**config.mk**
```make
export PLATFORM = sky130hd
export DESIGN_NAME = fm_tile_feeder
export DESIGN_NICKNAME = d
export VERILOG_FILES = /design/src/rtl/fm_tile_feeder.sv
export SDC_FILE = /design/constraint.sdc
export NUM_CORES = 1
export LEC_CHECK = 0
export CORE_MARGIN = 3
export CORE_UTILIZATION = 50
export CTS_CLUSTER_DIAMETER = 100
export DETAILED_ROUTE_END_ITERATION = 8
export DONT_BUFFER_PORTS = 1
export GPL_TIMING_DRIVEN = 0
export PLACE_DENSITY = 0.64
export SYNTH_ARGS = -nofsm -noshare
export SYNTH_HDL_FRONTEND = slang
export SYNTH_SLANG_ARGS = --single-unit
```
**constraint.sdc**
```tcl
create_clock -name clk_in -period 8.9 [get_ports clk_in]
set_clock_uncertainty 0.05 [all_clocks]
set_input_delay 2.225 -clock clk_in [delete_from_list [all_inputs] [get_ports clk_in]]
set_output_delay 2.225 -clock clk_in [all_outputs]
set_load 0.05 [all_outputs]
```
**src/rtl/fm_tile_feeder.sv**
```systemverilog
// fm_tile_feeder: packs raster pixels into beats and hands each beat to the engine map input.
// Optional FEED_STALL_CNT_EN adds the stall_cycles counter port.
module fm_tile_feeder #(
  parameter int IMG_WIDTH = 28,
  parameter int IMG_HEIGHT = 28,
  parameter int PIX_W = 8,
  parameter int BEAT_W = 128
) (
  input  logic              clk_in,
  input  logic              rst_in,
  input  logic [PIX_W-1:0]  pix_in,
  input  logic              pix_valid,
  output logic              pix_ready,
  output logic [BEAT_W-1:0] map_out,
  output logic              start,
  input  logic              engine_ready,
  output logic              last_beat,
  output logic [15:0]       beat_idx,
  output logic              frame_done
`ifdef FEED_STALL_CNT_EN
  ,
  output logic [31:0]       stall_cycles
`endif
);
  localparam int PIX_PER_BEAT = BEAT_W / PIX_W;
  localparam int NPIX = IMG_WIDTH * IMG_HEIGHT;
  localparam int NBEATS = (NPIX + PIX_PER_BEAT - 1) / PIX_PER_BEAT;
  localparam int LW = $clog2(PIX_PER_BEAT + 1);
  localparam int CW = $clog2(NPIX + 1);
  typedef enum logic [1:0] {IDLE, ISSUE, WAIT_LO, WAIT_HI} state_t;
  state_t state;
  logic [BEAT_W-1:0] pack, hold;
  logic [LW-1:0] lane;
  logic [CW-1:0] pix_cnt;
  logic hold_full, pack_done, take, fire;
  // a partially filled pack is closed once the frame's last pixel is in
  assign pack_done = lane == LW'(PIX_PER_BEAT) || (lane != '0 && pix_cnt == CW'(NPIX));
  assign pix_ready = rst_in && !pack_done && pix_cnt < CW'(NPIX);
  assign take = pix_valid && pix_ready;
  assign fire = (state == IDLE || state == ISSUE) && hold_full && engine_ready;
  always_ff @(posedge clk_in or negedge rst_in) begin
    if (!rst_in) begin
      state <= IDLE;
      pack <= '0;
      hold <= '0;
      lane <= '0;
      pix_cnt <= '0;
      hold_full <= 1'b0;
      map_out <= '0;
      start <= 1'b0;
      last_beat <= 1'b0;
      beat_idx <= '0;
      frame_done <= 1'b0;
    end else begin
      start <= fire;
      frame_done <= 1'b0;
      if (take) begin
        pack[PIX_W*lane +: PIX_W] <= pix_in;
        lane <= lane + 1'b1;
        pix_cnt <= pix_cnt + 1'b1;
      end
      if (pack_done && !hold_full) begin
        hold <= pack;
        hold_full <= 1'b1;
        pack <= '0;
        lane <= '0;
      end
      // hold is released as the beat is issued so the next beat can move in during compute
      case (state)
        IDLE, ISSUE:
          if (fire) begin
            map_out <= hold;
            hold_full <= 1'b0;
            last_beat <= beat_idx == 16'(NBEATS - 1);
            state <= WAIT_LO;
          end else state <= hold_full ? ISSUE : IDLE;
        WAIT_LO: if (!engine_ready) state <= WAIT_HI;
        WAIT_HI:
          if (engine_ready) begin
            if (last_beat) begin
              frame_done <= 1'b1;
              beat_idx <= '0;
              pix_cnt <= '0;
              last_beat <= 1'b0;
              state <= IDLE;
            end else begin
              beat_idx <= beat_idx + 1'b1;
              state <= hold_full ? ISSUE : IDLE;
            end
          end
        default: state <= IDLE;
      endcase
    end
  end
`ifdef FEED_STALL_CNT_EN
  always_ff @(posedge clk_in or negedge rst_in) begin
    if (!rst_in) stall_cycles <= '0;
    else if (frame_done) stall_cycles <= '0;
    else if (hold_full && !fire && stall_cycles != '1) stall_cycles <= stall_cycles + 1'b1;
  end
`endif
endmodule
```
Yosys cells after proc, flatten, opt, wreduce, memory -nomap -nowiden:

Cells that the tools add are included.

* add/subtract/negate cells: 4
* $lt $le $gt $ge: 1
* equality and inequality tests: 9
* shifts and indexed selects: 2
* mux-type cells: 25
* reductions and logical operators: 20

Operators with widths (number)
* 128-bit two-way mux: 2
* 128-bit bitwise mux: 1
* 8-bit by 34-bit variable shift with 128-bit output (first input constant): 1
* 8-bit by 34-bit variable part select with 128-bit output: 1
* 10-bit two-way mux: 4
* 8-bit negator with 34-bit output: 1
* 16-bit by 1-bit adder with 16-bit output (second input constant): 1
* 16-bit by 6-bit == test with 1-bit output (second input constant): 1
* 16-bit two-way mux: 1
* 10-bit by 1-bit adder with 10-bit output (second input constant): 1
* 10-bit == test (second input constant): 1
* 10-bit less-than comparator (second input constant): 1
* 1-bit two-way mux: 10
* 5-bit two-way mux: 2
* 1-bit logical AND: 7
* 2-bit two-way mux: 3
* 2-bit inequality test (second input constant): 3
* 2-bit case mux with 3 select lines: 1
* 2-bit AND reduction: 3
* 5-bit by 1-bit adder with 5-bit output (second input constant): 1
* 5-bit == test (second input constant): 1
* 5-bit nonzero test: 1
* 2-bit == test (second input constant): 2
* 2-bit nonzero test: 2
* 7 further kinds: 9

* flip-flop bits (word level): 421
* input bits: 12
* logic and storage cells: 72

Logic depth before layout (Yosys ltp):

Gate-level depths: netlist of the first run.

* depth in word-level cells: 11
* depth in mapped cells: 11
* gate-level depth less buffers: 8

Worst setup path after synthesis of the first run:

OpenSTA, ideal clock, no wires.

* kind: input -> output
* start point: in rst_in
* end point: out pix_ready
* data arrival time: 2.663 ns
* required time: 6.625 ns
* path slack: 3.962 ns
* stages: 1
* buffers on the path: 0
* cells stage by stage: and3_1

* cells in the longest elaborated chain, start to end: 2

Ends and longest elaborated chain
* start, declared: line 10 `input logic rst_in,`
* 1-bit logical AND (2 in series): line 38 `assign pix_ready = rst_in && !pack_done && pix_cnt < CW'(NPIX);`
* end, declared: line 13 `output logic pix_ready,`

No other way between the ends.

Worst setup path after layout of the first run:

Same ends and word-level chain as after synthesis.

==> results by group, run 1 <==
Final layout
  • Ant. Diodes: 0
  • Area delta synth->final: 11.8%
  • Finished Layout Cells: 2025
  • Layout cells sized above 1: 0.153
  • Filler cells: 2910
  • Final #Nets: 1563

Clock network
  • H-tree depth: 2
  • Clock Sinks: 421
  • CTS tree: built
  • Worst-path clk slew: 60 ps
  • Cts hold-fix bufs: 0
  • CTS buffer count: 44
  • Worst-skew pair later-pin latency: 550 ps
  • Gates resized, CTS repair: 0
  • Post-CTS Setup Repair Bufs: 0
  • CTS max path bufs: 3
  • Clk root buf: clkbuf_16

Die
  • I/O pin count: 160
  • Core Area: 0.0337 sq mm
  • Initial Utilization: 0.509
  • Die Area: 0.0366 sq mm
  • Row count: 67
  • Die Span Y: 191 um
  • Chip Width: 191 um

Power and ir drop
  • PwrDens: 398 mW/mm^2
  • VDD IR max: 182 uV
  • Clock power share: 0.240
  • P_int: 0.00447 W
  • Lkg Pwr: 9.70 nW
  • Net Sw Frac: 0.415
  • Combinational power share: 0.209
  • Sequential Power Share: 0.551
  • Switching power total: 0.00317 W

Worst setup path
  • CP startpoint kind: input port
  • Crit-path max FO: 425
  • CP Class: input port to primary output
  • Crit path buf inv count: 0
  • R2R setup slack: 5080 ps
  • R2r endpoint: pack[15]
  • Worst path depth: 1
  • Crit-path cells: and3_1
  • R2R depth: 9
  • Slowest CP cell: and3_1
  • Worst reg2reg startpoint: lane[0]
  • Worst EP required: 6630 ps
  • WP data arrival: 3170 ps
  • Family with the most delay on the worst path: simple AND/OR/NAND/NOR gates
  • CP Capture Type: primary output
  • Max incr delay on CP: 630 ps

Detailed routing
  • Vias per Instance: 5.63
  • Via count: 11.4k
  • Pre-antenna DRT Iters: 5
  • Mean routed wirelength per cell: 20.9 um
  • Routed Antenna Nets: 0
  • Routed WL: 42.4 mm
  • Residual DRC count: 0
  • DR iter-0 viols: 744

Min path
  • Hold EP: map_out[33]
  • Hold depth: 2
  • Min-Delay Path Class: flip-flop to flip-flop
  • Worst min-delay path startpoint: hold[33]

Timing
  • Fin crit period: 5440 ps
  • Final period utilization: 0.611
  • RSZ-0062 raised after global routing: false
  • Final setup violation count: 0
  • Max-slew headroom: 0.327
  • Final Hold Fails: 0
  • Worst Max-Slew Pin Slew: 1010 ps
  • Slew Viols, Final: 0
  • Sum Neg Setup Slack: 0 ps
  • Fmax: 184 MHz

Synthesis
  • #FFs+latches synth: 421
  • Post-synth EDFFs: 0
  • Sequential share of the synthesized area: 0.614
  • Syn_area_per_cell: 11.5 sq um
  • Synth Flop Type: dfrtp_1
  • Top cell type's share of synthesized area: 0.614
  • Mapped Area: 0.0172 sq mm
  • Syn nets: 1517
  • Synth warn: 0
  • Netlist cell types: 61
  • Syn Inst Count: 1498
  • Synth async-reset ratio: 1.00
  • Synth area leaders: dfrtp_1, nand2_1, mux2_2, mux2i_1, o21ai_0
  • Cell accounting for the most synthesized area: dfrtp_1

GRT
  • First-pass GRT wire length: 66.9 mm
  • Antenna violations before repair: 0
  • Gr ovfl total: 0
  • Tot GR Track Use: 0.235
  • Vias in the first global route: 11.6k
  • Pin count of the biggest net entering global routing: 426

Placed design
  • Post-DP HPWL: 28.4 mm
  • Routability cong.: 0.891
  • Dpl cells: 1946
  • Port-buffer cells: 0

Run
  • Max cap viols: 0

Outcome
  • Outcome: completed
placed cells by master, fill, tap and decap left out, types with 5 or more instances in the layout:
cell type / n
mux2i_1: 100
a22o_2: 8
nand4_1: 6
clkbuf_8: 15
o211ai_1: 16
nor3_1: 10
o21ai_0: 110
nand3_1: 11
dfrtp_1: 421
ha_1: 7
mux2_2: 129
o31ai_1: 5
xnor2_1: 8
a21oi_1: 18
clkbuf_1: 72
nand2_1: 413
nor4_1: 6
a32o_1: 23
buf_1: 7
or4_1: 5
nor2_1: 19
buf_2: 15
clkbuf_16: 46
inv_1: 29
o211ai_2: 6
clkinv_2: 6
layout make-up:
type / count / area, sq um / area share
Buffer: 86 / 355 / 0.0185
Multi-Input combinational cell: 960 / 6160 / 0.321
Clock inverter: 9 / 85.1 / 0.00443
Sequential cell: 421 / 10500 / 0.549
Inverter: 31 / 116 / 0.00606
Clock buffer: 70 / 1380 / 0.0720
Tap cell: 448 / 561 / 0.0292
registers in the layout (all words and copies together) (netlist names):
signal,cells
lane,5
start,1
state,2
pix_cnt,10
frame_done,1
map_out,128
hold,128
beat_idx,16
last_beat,1
pack,128
hold_full,1
logic make-up (layout without fill, tap and decap cells):
logic type / Yosys count / in the layout / synth area share
AO/OA/AOI/OAI: 214 / 214 / 0.0841
adder cells (fa/ha/maj): 7 / 7 / 0.00510
flip-flops: 421 / 421 / 0.614
AND/OR/NAND/NOR: 502 / 502 / 0.123
XOR/XNOR: 8 / 8 / 0.00408
multiplexers: 229 / 229 / 0.143
buffers and inverters: 117 / 196 / 0.0275
worst max-delay path by stage:
| stage | startpoint | endpoint |
|---|---|---|
| 4_1_cts | rst_in | pix_ready |
| 6_report | rst_in | pix_ready |
| 5_1_grt | rst_in | pix_ready |
| 2_1_floorplan | rst_in | pix_ready |
| 3_3_place_gp | rst_in | pix_ready |
| 3_5_place_dp | rst_in | pix_ready |
power groups by stage:
stage | combinational, W | sequential [W] | clock (W)
CTS | 0.00161 | 0.00422 | 0.00187
detailed placement | 0.00159 | 0.00426 | 0
global route | 0.00181 | 0.00432 | 0.00195
finish | 0.00160 | 0.00421 | 0.00183
global placement | 0.00153 | 0.00423 | 0
floorplan | 0.00124 | 0.00404 | 0
layer usage:
metal / GRT usage / vias up / wire length, um
met5: 0 / - / 0
met4: 0.0618 / 0 / 921
met3: 0.0501 / 64 / 2630
met2: 0.372 / 301 / 19900
met1: 0.333 / 5804 / 18900
li1: - / 5236 / -
metrics by stage:
stage | hold slack [ps] | worst slack (ps) | total power (W) | utilization | cell area, sq um
floorplan | 383 | 3960 | 0.00528 | - | 17200
global placement | 398 | 3720 | 0.00576 | 0.526 | 17700
detailed placement | 395 | 3760 | 0.00585 | 0.526 | 17700
CTS | 411 | 3740 | 0.00770 | 0.570 | 19200
global route | 422 | 3640 | 0.00808 | 0.570 | 19200
finish | 399 | 3460 | 0.00764 | 0.570 | 19200
Yosys cell counts, drive strengths merged (6+ instances only):
master / count
nor4: 6
nand3: 15
inv: 29
nand4: 6
ha: 7
a22o: 8
dfrtp: 421
nor2: 19
clkbuf: 63
mux2: 129
o21ai: 110
nand2: 413
xnor2: 8
nor3: 10
a21oi: 18
or4: 7
buf: 23
a32o: 23
mux2i: 100
o211ai: 22
Note: power is estimated with default switching activity, not from simulation.
==> run 2, diff against run 1 <==
--- a/config.mk
+++ b/config.mk
@@ -11,7 +11,7 @@
 export DETAILED_ROUTE_END_ITERATION = 8
 export DONT_BUFFER_PORTS = 1
 export GPL_TIMING_DRIVEN = 0
-export PLACE_DENSITY = 0.64
+export PLACE_DENSITY = 0.67
 export SYNTH_ARGS = -nofsm -noshare
 export SYNTH_HDL_FRONTEND = slang
 export SYNTH_SLANG_ARGS = --single-unit
==> constraint.sdc (replaced) <==
create_clock -name clk_in -period 4.92 [get_ports clk_in]
set_clock_uncertainty 0.05 [all_clocks]
set_input_delay 1.23 -clock clk_in [delete_from_list [all_inputs] [get_ports clk_in]]
set_output_delay 1.23 -clock clk_in [all_outputs]
set_load 0.05 [all_outputs]
==> run 2 against run 1 <==
  * Total power is 80% higher
  * Wire length is 2.2% lower
  * Die area stayed put
  * Combinational power is 79% higher
  * Sequential power is 81% higher
  * Via count is 0.72% higher
  * Sequential share of layout area is 0.13 points higher
  * Hold slack worse by 49 ps
  * Count of clock-buffer cells in the layout is 5 lower
  * Highest routed layer unchanged
  * Flip-flop and latch count stayed put
  * Critical path type is now flip-flop to primary output
  * Utilization is 0.13 points lower
  * Global-route usage is 0.62 points lower
==> results by group, run 2 (synthesized netlist as in run 1, its figures left out) <==
Final layout
  • Leading registers by flop count: hold: 128 flops, map_out: 128 flops, pack: 128 flops
  • Area delta synth->final: 11.6%
  • Ant. Diodes: 0
  • Finished Layout Cells: 2023
  • Most frequent cells in the layout: dfrtp_1, nand2_1, mux2_2
  • Most common cell after layout, fill and taps aside: dfrtp_1
  • Post-layout util: 0.568
  • Post-route design area: 0.0191 sq mm
  • Final #Nets: 1562
  • Layout cells sized above 1: 0.151

Power and ir drop
  • VDD IR max: 374 uV
  • PwrDens: 719 mW/mm^2
  • Lkg Pwr: 9.67 nW

Clock network
  • H-tree depth: 2
  • Clk root buf: clkbuf_16
  • Clock Sinks: 421
  • Worst-path clk slew: 60 ps
  • Worst-skew pair later-pin latency: 550 ps
  • CTS buffer count: 43
  • Gates resized, CTS repair: 0
  • Cts hold-fix bufs: 0
  • Post-CTS Setup Repair Bufs: 0
  • CTS tree: built
  • CTS max path bufs: 3

Timing
  • Final Hold Fails: 0
  • Slew Viols, Final: 0
  • Fin crit period: 3940 ps
  • Post-route setup slack: 981 ps
  • RSZ-0062 raised after global routing: false
  • Final setup violation count: 0
  • Max-slew headroom: 0.0833
  • Final period utilization: 0.801
  • Fmax: 254 MHz
  • Worst Max-Slew Pin Slew: 1380 ps
  • Sum Neg Setup Slack: 0 ps

GRT
  • First-pass GRT wire length: 65.6 mm
  • Met2 Use GR: 0.362
  • Gr ovfl total: 0
  • Pin count of the biggest net entering global routing: 426
  • Antenna violations before repair: 0
  • GR peak layer: met2
  • GR Util met3: 0.0491
  • Vias in the first global route: 11.8k
  • GR Layer Usage met1: 0.316
  • Tot GR Track Use: 0.229

Die
  • Core Area: 0.0337 sq mm
  • Initial Utilization: 0.509
  • I/O pin count: 160
  • Die Span Y: 191 um
  • Die Area: 0.0366 sq mm
  • Chip Width: 191 um
  • Row count: 67

Detailed routing
  • DR iter-0 viols: 744
  • Vias per Instance: 5.68
  • Residual DRC count: 0
  • Routed Antenna Nets: 0
  • Mean routed wirelength per cell: 20.5 um
  • Pre-antenna DRT Iters: 5
  • Routed WL: 41.5 mm
  • Via count: 11.5k

Placed design
  • Post-DP HPWL: 28.1 mm
  • Placed cell areas: 0.0177 sq mm
  • Routability cong.: 0.897
  • Dpl cells: 1946
  • Pre-CTS setup slack: 1130 ps
  • Port-buffer cells: 0

Worst setup path
  • Worst EP required: 3640 ps
  • CP Capture Type: primary output
  • WP data arrival: 2660 ps
  • CP startpoint kind: flip-flop
  • Crit-path max FO: 10
  • CP Class: flip-flop to primary output

Min path
  • Min-Delay Path Class: input port to async pin

Outcome
  • Outcome: completed

Run
  • Max cap viols: 0
-- run 2: per-stage QoR --
stage | power, W | hold slack, ps
finish | 0.0138 | 350
global placement | 0.0104 | 401
floorplan | 0.00955 | 383
detailed placement | 0.0106 | 402
global route | 0.0146 | 334
CTS | 0.0139 | 341
-- run 2: final cells by class --
cell class,count,area (sq um)
clock buffers,65,1280
fillers,2821,14600
inverters,31,116
plain buffers,86,355
multi-input cells,960,6160
flip-flops and latches,421,10500
well taps,448,561
clock inverters,12,141
-- run 2: path summary, 6_finish.rpt --
| kind | endpoint | slack (ps) | from | cells past startpoint |
|---|---|---|---|---|
| min in group clk_in | map_out[6] | 410 | hold[6] | 2 |
| hold / removal | map_out[117] | 350 | rst_in | 0 |
| hold reg to reg | map_out[6] | 410 | hold[6] | 2 |
| setup / recovery | pix_ready | 980 | lane[0] | 6 |
| max in group asynchronous | map_out[102] | 3370 | rst_in | 0 |
| setup reg to reg | pack[11] | 1030 | lane[0] | 9 |
-- run 2: critical path: stages (launching register included) --
cell and delay [ps]:
dfrtp_1 500, inv_1 200, ha_1 240, clkbuf_8 160
nand4bb_1 90, clkbuf_1 330, and3_1 590
-- run 2: metal layers --
| metal | part of all wire | vias to the layer above |
|---|---|---|
| met2 | 0.47 | 312 |
| met1 | 0.44 | 5847 |
| met3 | 0.062 | 83 |
| met4 | 0.031 | 0 |
| met5 | 0 | - |
| li1 | - | 5245 |
-- run 2: report_power, final --
part	leakage (nW)	total, W	internal (W)	switching (W)
clock network	0.701	0.00327	0.00195	0.00131
registers	5.46	0.00763	0.00489	0.00274
logic	3.51	0.00287	0.00122	0.00166
total	9.67	0.0138	0.00807	0.00571
==> run 3, diff against run 2 <==
--- a/config.mk
+++ b/config.mk
@@ -11,7 +11,7 @@
 export DETAILED_ROUTE_END_ITERATION = 8
 export DONT_BUFFER_PORTS = 1
 export GPL_TIMING_DRIVEN = 0
-export PLACE_DENSITY = 0.67
+export PLACE_DENSITY = 0.64
 export SYNTH_ARGS = -nofsm -noshare
 export SYNTH_HDL_FRONTEND = slang
 export SYNTH_SLANG_ARGS = --single-unit
==> constraint.sdc (replaced) <==
create_clock -name clk_in -period 3.7 [get_ports clk_in]
set_clock_uncertainty 0.05 [all_clocks]
set_input_delay 0.925 -clock clk_in [delete_from_list [all_inputs] [get_ports clk_in]]
set_output_delay 0.925 -clock clk_in [all_outputs]
set_load 0.05 [all_outputs]
==> run 3 against run 2 <==
  * Cell count up 0.15%
  * Sequential power up 32%
  * Via count down 0.24%
  * Total power up 34%
  * Highest routed layer unchanged
==> results by group, run 3 (synthesized netlist as in run 1, its figures left out) <==
Outcome
  • Outcome: completed

Die
  • Core Area: 0.0337 sq mm
  • Die Span Y: 191 um
  • I/O pin count: 160
  • Row count: 67
  • Chip Width: 191 um
  • Initial Utilization: 0.509
  • Die Area: 0.0366 sq mm

Timing
  • RSZ-0062 raised after global routing: true
  • Final setup violation count: 0
  • Fmax: 281 MHz
  • Fin crit period: 3560 ps
  • Max-slew headroom: 0.0441
  • Hold_ws: 49.4 ps
  • Worst Max-Slew Pin Slew: 1430 ps
  • Slew Viols, Final: 0
  • Sum Neg Setup Slack: 0 ps
  • Final Hold Fails: 0
  • Final period utilization: 0.962

Detailed routing
  • Via count: 11.5k
  • Mean routed wirelength per cell: 21.0 um
  • Metal2 WL: 19.9 mm
  • Residual DRC count: 0
  • Pre-antenna DRT Iters: 7
  • Routed WL: 42.5 mm
  • Routed Antenna Nets: 0
  • Met3 routed wirelength: 2.62 mm
  • DR iter-0 viols: 721
  • WL met1: 19.0 mm
  • Vias per Instance: 5.66
  • DR top layer: met4

Worst setup path
  • R2R depth: 9
  • CP Capture Type: flip-flop
  • Max incr delay on CP: 620 ps
  • Crit-path max FO: 10
  • WP data arrival: 3930 ps
  • Crit path buf inv count: 4
  • CP Class: flip-flop to flip-flop
  • Worst EP required: 4070 ps
  • Worst path depth: 9
  • Slowest CP cell: clkbuf_1
  • CP startpoint kind: flip-flop
  • Crit-path cells: inv_1 > ha_1 > clkbuf_8 > nor3b_2 > o41ai_1 > nand2_1 > clkbuf_1 > buf_2 > mux2_2
  • R2R setup slack: 140 ps
  • Family with the most delay on the worst path: buffers and inverters

Clock network
  • Clk root buf: clkbuf_16
  • Worst-skew pair later-pin latency: 550 ps
  • Clock Sinks: 421
  • Worst-path clk slew: 60 ps
  • Cts hold-fix bufs: 0
  • CTS max path bufs: 3
  • CTS buffer count: 44
  • H-tree depth: 2
  • CTS tree: built

GRT
  • Gr ovfl total: 0
  • First-pass GRT wire length: 66.9 mm
  • Vias in the first global route: 11.7k
  • Tot GR Track Use: 0.235
  • Pin count of the biggest net entering global routing: 426
  • Antenna violations before repair: 0

Power and ir drop
  • P_int: 0.0108 W
  • Sequential Power Share: 0.550
  • Clock power share: 0.239
  • Net Sw Frac: 0.416
  • VDD IR max: 440 uV
  • Combinational power share: 0.211
  • Lkg Pwr: 9.72 nW
  • Switching power total: 0.00766 W
  • PwrDens: 958 mW/mm^2

Final layout
  • Final #Nets: 1564
  • Area delta synth->final: 12.1%
  • Most common cell after layout, fill and taps aside: dfrtp_1
  • Post-route design area: 0.0192 sq mm
  • Post-layout util: 0.571
  • Most frequent cells in the layout: dfrtp_1, nand2_1, mux2_2
  • Ant. Diodes: 0
  • Layout cells sized above 1: 0.158
  • Leading registers by flop count: hold: 128 flops, map_out: 128 flops, pack: 128 flops

Placed design
  • Port-buffer cells: 0
  • Post-DP HPWL: 28.4 mm
  • Placed cell areas: 0.0177 sq mm
  • Routability cong.: 0.891

Min path
  • Min-Delay Path Class: input port to async pin

Run
  • Max cap viols: 0
-- run 3: cell count changes in the layout (fill, tap and decap cells not counted), sizes merged --
cell,previous run,this run
clkinvlp,1,0
clkbuf,128,133
buf,23,24
bufinv,3,1
clkinv,9,10
inv,30,29
-- run 3: worst paths after layout --
path | endpoint | startpoint
min reg2reg | map_out[33] | hold[33]
max reg2reg | hold[83] | lane[0]
max in group asynchronous | hold[40] | rst_in
min | map_out[114] | rst_in
min in group clk_in | map_out[33] | hold[33]
max | hold[83] | lane[0]
-- run 3: timing repair --
| action | CTS | global route |
|---|---|---|
| setup endpoints to repair | 15 | 104 |
| buffers inserted | 0 | 1 |
| resized for setup | 2 | 7 |
| pin swaps | 1 | 1 |
-- run 3: final cells by class --
class / instances / area, sq um
fill: 2910 / 14500
sequential: 421 / 10500
multi-input combinational: 960 / 6180
clock buffer: 70 / 1380
tap: 448 / 561
buffer: 86 / 358
inverter: 31 / 116
clock inverter: 9 / 85.1
timing repair buffer: 1 / 20.0
-- run 3: stage by stage --
step,total power [W],setup WS (ps),cells
after floorplan,0.0127,591,1498
after global placement,0.0139,-37.8,1946
after detailed placement,0.0141,-58.8,1946
after CTS,0.0185,83.7,2025
after global routing,0.0195,-43.2,2026
final,0.0184,139,2026
-- run 3: per-layer routing --
metal,vias to the layer above,GRT usage
li1,5238,-
met1,5876,0.333
met2,276,0.372
met3,70,0.0501
met4,0,0.0618
met5,-,0
-- run 3: power groups by stage --
stage	registers, W	logic (W)	clock network [W]
after global placement	0.0102	0.00369	0
after detailed placement	0.0102	0.00383	0
after floorplan	0.00971	0.00299	0
after global routing	0.0104	0.00440	0.00469
after CTS	0.0102	0.00388	0.00449
final	0.0101	0.00389	0.00441
